==> src/rtl/ascon_permutation.sv <==
// Iterative Ascon-p[rnd] permutation core, one round per clock.
// Drives an external round counter and uses its rnd output as the round index.
module ascon_permutation (
  input  logic         clk,
  input  logic         rst,
  input  logic         start,
  input  logic         mode,
  input  logic [319:0] state_in,
  output logic         ready,
  output logic         valid,
  output logic [319:0] state_out,
  output logic         cnt_mode,
  output logic         cnt_incr,
  input  logic [3:0]   rnd
);

  localparam int unsigned STATE_W = 320;
  localparam int unsigned WORD_W  = 64;
  localparam int unsigned RND_W   = 4;

  localparam logic             P12_MODE = 1'b0;
  localparam logic             P8_MODE  = 1'b1;
  localparam logic             DO_INCR  = 1'b1;
  localparam logic             NO_INCR  = 1'b0;
  localparam logic [RND_W-1:0] P12_INIT = RND_W'(4);
  localparam logic [RND_W-1:0] P8_INIT  = RND_W'(8);
  localparam logic [RND_W-1:0] RND_LAST = RND_W'(15);

  typedef enum logic [1:0] {IDLE, ALIGN, RUN, DONE} fsm_t;

  fsm_t               fsm;
  logic               mode_q;
  logic [STATE_W-1:0] state_q;
  logic [STATE_W-1:0] round_out_c;

  function automatic logic [RND_W-1:0] init_of(input logic m);
    return (m == P8_MODE) ? P8_INIT : P12_INIT;
  endfunction

  function automatic logic [WORD_W-1:0] ror64(input logic [WORD_W-1:0] x,
                                              input int unsigned n);
    return (x >> n) | (x << (WORD_W - n));
  endfunction

  // One full round: constant addition, bitsliced S-box, linear diffusion.
  function automatic logic [STATE_W-1:0] ascon_round(input logic [STATE_W-1:0] s,
                                                     input logic [RND_W-1:0]   r);
    logic [WORD_W-1:0] x0, x1, x2, x3, x4;
    logic [WORD_W-1:0] t0, t1, t2, t3, t4;
    x0 = s[319:256];
    x1 = s[255:192];
    x2 = s[191:128];
    x3 = s[127:64];
    x4 = s[63:0];
    x2[7:0] = x2[7:0] ^ {4'(4'd3 - r), 4'(r - 4'd4)};
    x0 = x0 ^ x4;
    x4 = x4 ^ x3;
    x2 = x2 ^ x1;
    t0 = ~x0 & x1;
    t1 = ~x1 & x2;
    t2 = ~x2 & x3;
    t3 = ~x3 & x4;
    t4 = ~x4 & x0;
    x0 = x0 ^ t1;
    x1 = x1 ^ t2;
    x2 = x2 ^ t3;
    x3 = x3 ^ t4;
    x4 = x4 ^ t0;
    x1 = x1 ^ x0;
    x0 = x0 ^ x4;
    x3 = x3 ^ x2;
    x2 = ~x2;
    x0 = x0 ^ ror64(x0, 19) ^ ror64(x0, 28);
    x1 = x1 ^ ror64(x1, 61) ^ ror64(x1, 39);
    x2 = x2 ^ ror64(x2, 1)  ^ ror64(x2, 6);
    x3 = x3 ^ ror64(x3, 10) ^ ror64(x3, 17);
    x4 = x4 ^ ror64(x4, 7)  ^ ror64(x4, 41);
    return {x0, x1, x2, x3, x4};
  endfunction

  assign round_out_c = ascon_round(state_q, rnd);

  // Control FSM; the counter wraps to init(mode_q) on the edge that leaves rnd=15.
  always_ff @(posedge clk or posedge rst) begin
    if (rst) begin
      fsm       <= IDLE;
      ready     <= 1'b1;
      valid     <= 1'b0;
      state_out <= '0;
      cnt_incr  <= NO_INCR;
      cnt_mode  <= P12_MODE;
      mode_q    <= P12_MODE;
      state_q   <= '0;
    end else begin
      valid <= 1'b0;
      case (fsm)
        IDLE: begin
          if (start) begin
            mode_q   <= mode;
            state_q  <= state_in;
            ready    <= 1'b0;
            cnt_mode <= mode;
            cnt_incr <= DO_INCR;
            fsm      <= (rnd == init_of(mode)) ? RUN : ALIGN;
          end
        end
        ALIGN: begin
          if (rnd == RND_LAST) fsm <= RUN;
        end
        RUN: begin
          state_q <= round_out_c;
          if (rnd == RND_LAST) begin
            fsm       <= DONE;
            cnt_incr  <= NO_INCR;
            valid     <= 1'b1;
            state_out <= round_out_c;
          end
        end
        DONE: begin
          ready <= 1'b1;
          fsm   <= IDLE;
        end
        default: fsm <= IDLE;
      endcase
    end
  end

endmodule

==> config.mk <==
export PLATFORM = sky130hd
export DESIGN_NAME = ascon_permutation
export DESIGN_NICKNAME = d
export VERILOG_FILES = /design/src/rtl/ascon_permutation.sv
export SDC_FILE = /design/constraint.sdc
export NUM_CORES = 2
export LEC_CHECK = 0
export CAP_MARGIN = 20
export CORE_ASPECT_RATIO = 2
export CORE_MARGIN = 2
export CORE_UTILIZATION = 55
export DETAILED_ROUTE_END_ITERATION = 10
export PLACE_DENSITY = 0.82
export REMOVE_ABC_BUFFERS = 1
export SYNTH_ARGS = -nofsm -noshare
export SYNTH_HDL_FRONTEND = slang
export SYNTH_SLANG_ARGS = --single-unit
==> constraint.sdc <==
create_clock -name clk -period 25.6 [get_ports clk]
set_clock_uncertainty 0.2 [all_clocks]
set_input_delay 5.12 -clock clk [delete_from_list [all_inputs] [get_ports clk]]
set_output_delay 5.12 -clock clk [all_outputs]
set_load 0.1 [all_outputs]
==> results.json <==
{
  "antenna_found_initial": 17,
  "final_util": 0.6870,
  "grt_usage": 0.4624,
  "dr.pass1.iters": 7,
  "arrival_ps": 8770,
  "synth_area_mm2": 0.04051,
  "cts_resized": 0,
  "finalCriticalPeriod_ps": 8494,
  "crit_chain": "clkdlybuf4s50_1, ha_1, and3_1, nand2_4, buf_4, buf_4, buf_4, o21ai_0",
  "yosysUniqueCellTypes": 35,
  "dieWidth_um": 195.9,
  "synth_top_family_by_area": "XOR/XNOR gates",
  "fin_crit_sh": 0.3318,
  "routed_wl_um": 176800,
  "critical_path.slowest_cell": "buf_4",
  "post_synth_mux_area_share": 0.02326,
  "hold_path.class": "reg -> reg",
  "place_congestion": 1.063,
  "avgViaCountPerCell": 6.015,
  "fin_tns_setup_ps": 0,
  "synth_compound_area_frac": 0.1244,
  "holdWs_ps": 280.7,
  "max_clock_freq_ghz": 0.1177,
  "num_rows": 140,
  "die_area_mm2": 0.07597,
  "cts_sinks": 646,
  "path_clk_slew_ps": 70,
  "synth_edf_count": 0,
  "cap_violations": 0,
  "syn_area_per_cell_um2": 9.178,
  "placed_cell_area_mm2": 0.04807,
  "drt_iter0_drc": 3200,
  "stdcell_area_mm2": 0.05006,
  "area.growth.synth_to_final_pct": 23.57,
  "grt_pass1_vias": 35790,
  "worstSetupStartpointType": "input pin",
  "slew_viol_final": 0,
  "clock_latency_ps": 650,
  "drive_above_1_share": 0.05028,
  "drtAntennaViolNets": 0,
  "relSlewSlack": 0.1320,
  "cpPeakStageDelay_ps": 700,
  "critPathMaxFanout": 95,
  "vias": 35900,
  "setup_viol": 0,
  "post_cts_buffers": 0,
  "core-area_mm2": 0.07287,
  "status": "complete, no violations",
  "rsz0062_at_grt": "no",
  "holdBufCountCts": 0,
  "die_h_um": 387.8,
  "dp_hpwl_um": 140800,
  "grt_max_degree": 244,
  "cts_buffers": 56,
  "ys_ff_latch": 646,
  "layout_common_cells": "847 x xnor2_1, 651 x clkdlybuf4s50_1, 645 x dfrtp_1",
  "grt_pass1_wl_um": 249400,
  "crit_top_cell": "buf_4",
  "async_reset_ff_frac": 1.000,
  "end_kind": "flip-flop",
  "crit_type": "in -> reg",
  "mostFrequentLayoutCell": "xnor2_1",
  "wl_per_cell_um": 29.63,
  "synth_fa_ha_area_frac": 0.04132,
  "numPortBuffers": 651,
  "initial_core_util": 0.5559,
  "clockRootBuffer": "clkbuf_16",
  "layout.nets": 5452,
  "drc": 0,
  "cts_tree": "built",
  "synth_warnings": 0,
  "tightest_slew_ps": 1293,
  "hold_violations": 0,
  "postSynthCellCount": 4414,
  "yosys.area_share.simple": 0.1142,
  "ys.flop_type": "dfrtp_1",
  "required_ps": 25880,
  "htree_levels": 2,
  "synthXorXnorAreaFrac": 0.2647,
  "cts_buffer_depth": 3,
  "ys_seq_area_frac": 0.3991,
  "boundaryPins": 652,
  "globalRoute.totalOverflow": 0
}
[synth_stat cells (all sizes together) (15+ instances only)]
master	instances	share of area
nand3	17	0.0021
nand2	629	0.058
and2	15	0.0023
xnor3	23	0.013
ha	133	0.041
mux2i	93	0.023
and3	207	0.032
xnor2	914	0.21
clkbuf	167	0.015
a21oi	354	0.044
o211ai	15	0.0028
xor2	200	0.043
inv	134	0.012
nor2	193	0.018
buf	46	0.0051
o21ai	594	0.073
dfrtp	645	0.40
[per-stage QoR]
stage / instances / worst slack, ps
detailed placement: 5850 / 16420
finish: 5968 / 17110
floorplan: 4201 / 2183
global route: 5967 / 16620
CTS: 5949 / 17110
global placement: 5847 / 16460
[layer usage]
layer  part of all wire  GRT usage  routed length [µm]
met2               0.46     0.7309               80770
met1               0.34     0.5139               59880
met4               0.13     0.4784               22840
met3              0.075    0.07540               13330
met5                  0          0                   0
[cell families (layout without fill, tap and decap cells)]
family	Yosys count	in the layout
other cells	0	13
mux	94	94
fa+ha+maj	134	134
compound gates	986	986
xor+xnor	1137	1137
simple gates	1070	1070
flops	646	646
buf+inv	347	965
[final timing paths]
| kind | startpoint | end | slack, ps | cells past startpoint |
|---|---|---|---|---|
| worst min register to register | state_out[95] | state_out[95] | 280 | 2 |
| worst min-delay path | state_out[95] | state_out[95] | 280 | 2 |
| max in group asynchronous | rst | state_out[187] | 17150 | 5 |
| min in group asynchronous | rst | state_q[283] | 4860 | 2 |
| worst max-delay path | rnd[2] | state_out[266] | 17110 | 8 |
| worst max register to register | fsm[0] | state_q[136] | 21320 | 8 |
[layout make-up]
class                      instances  area (µm²)
multi-input combinational       3421       23110
fill                            5844       22810
sequential                       646       16170
timing repair buffer             732        7182
clock buffer                      69        1531
tap                              923        1155
inverter                         134       518.0
clock inverter                    30       362.8
antenna                           13       32.53
[registers in the layout (all words and copies together), names as in the netlist]
| register | cells |
|---|---|
| cnt_incr | 1 |
| cnt_mode | 1 |
| fsm | 2 |
| ready | 1 |
| state_out | 320 |
| state_q | 320 |
| valid | 1 |
[worst max-delay path: cells and delay by family]
family          cells  cell delay (ps)
compound gates      1              230
fa+ha+maj           1              280
buf+inv             4             2550
simple gates        2              450
Power is not shown: default switching activity piles up to over one toggle a cycle in this logic, so the estimate is an artifact.
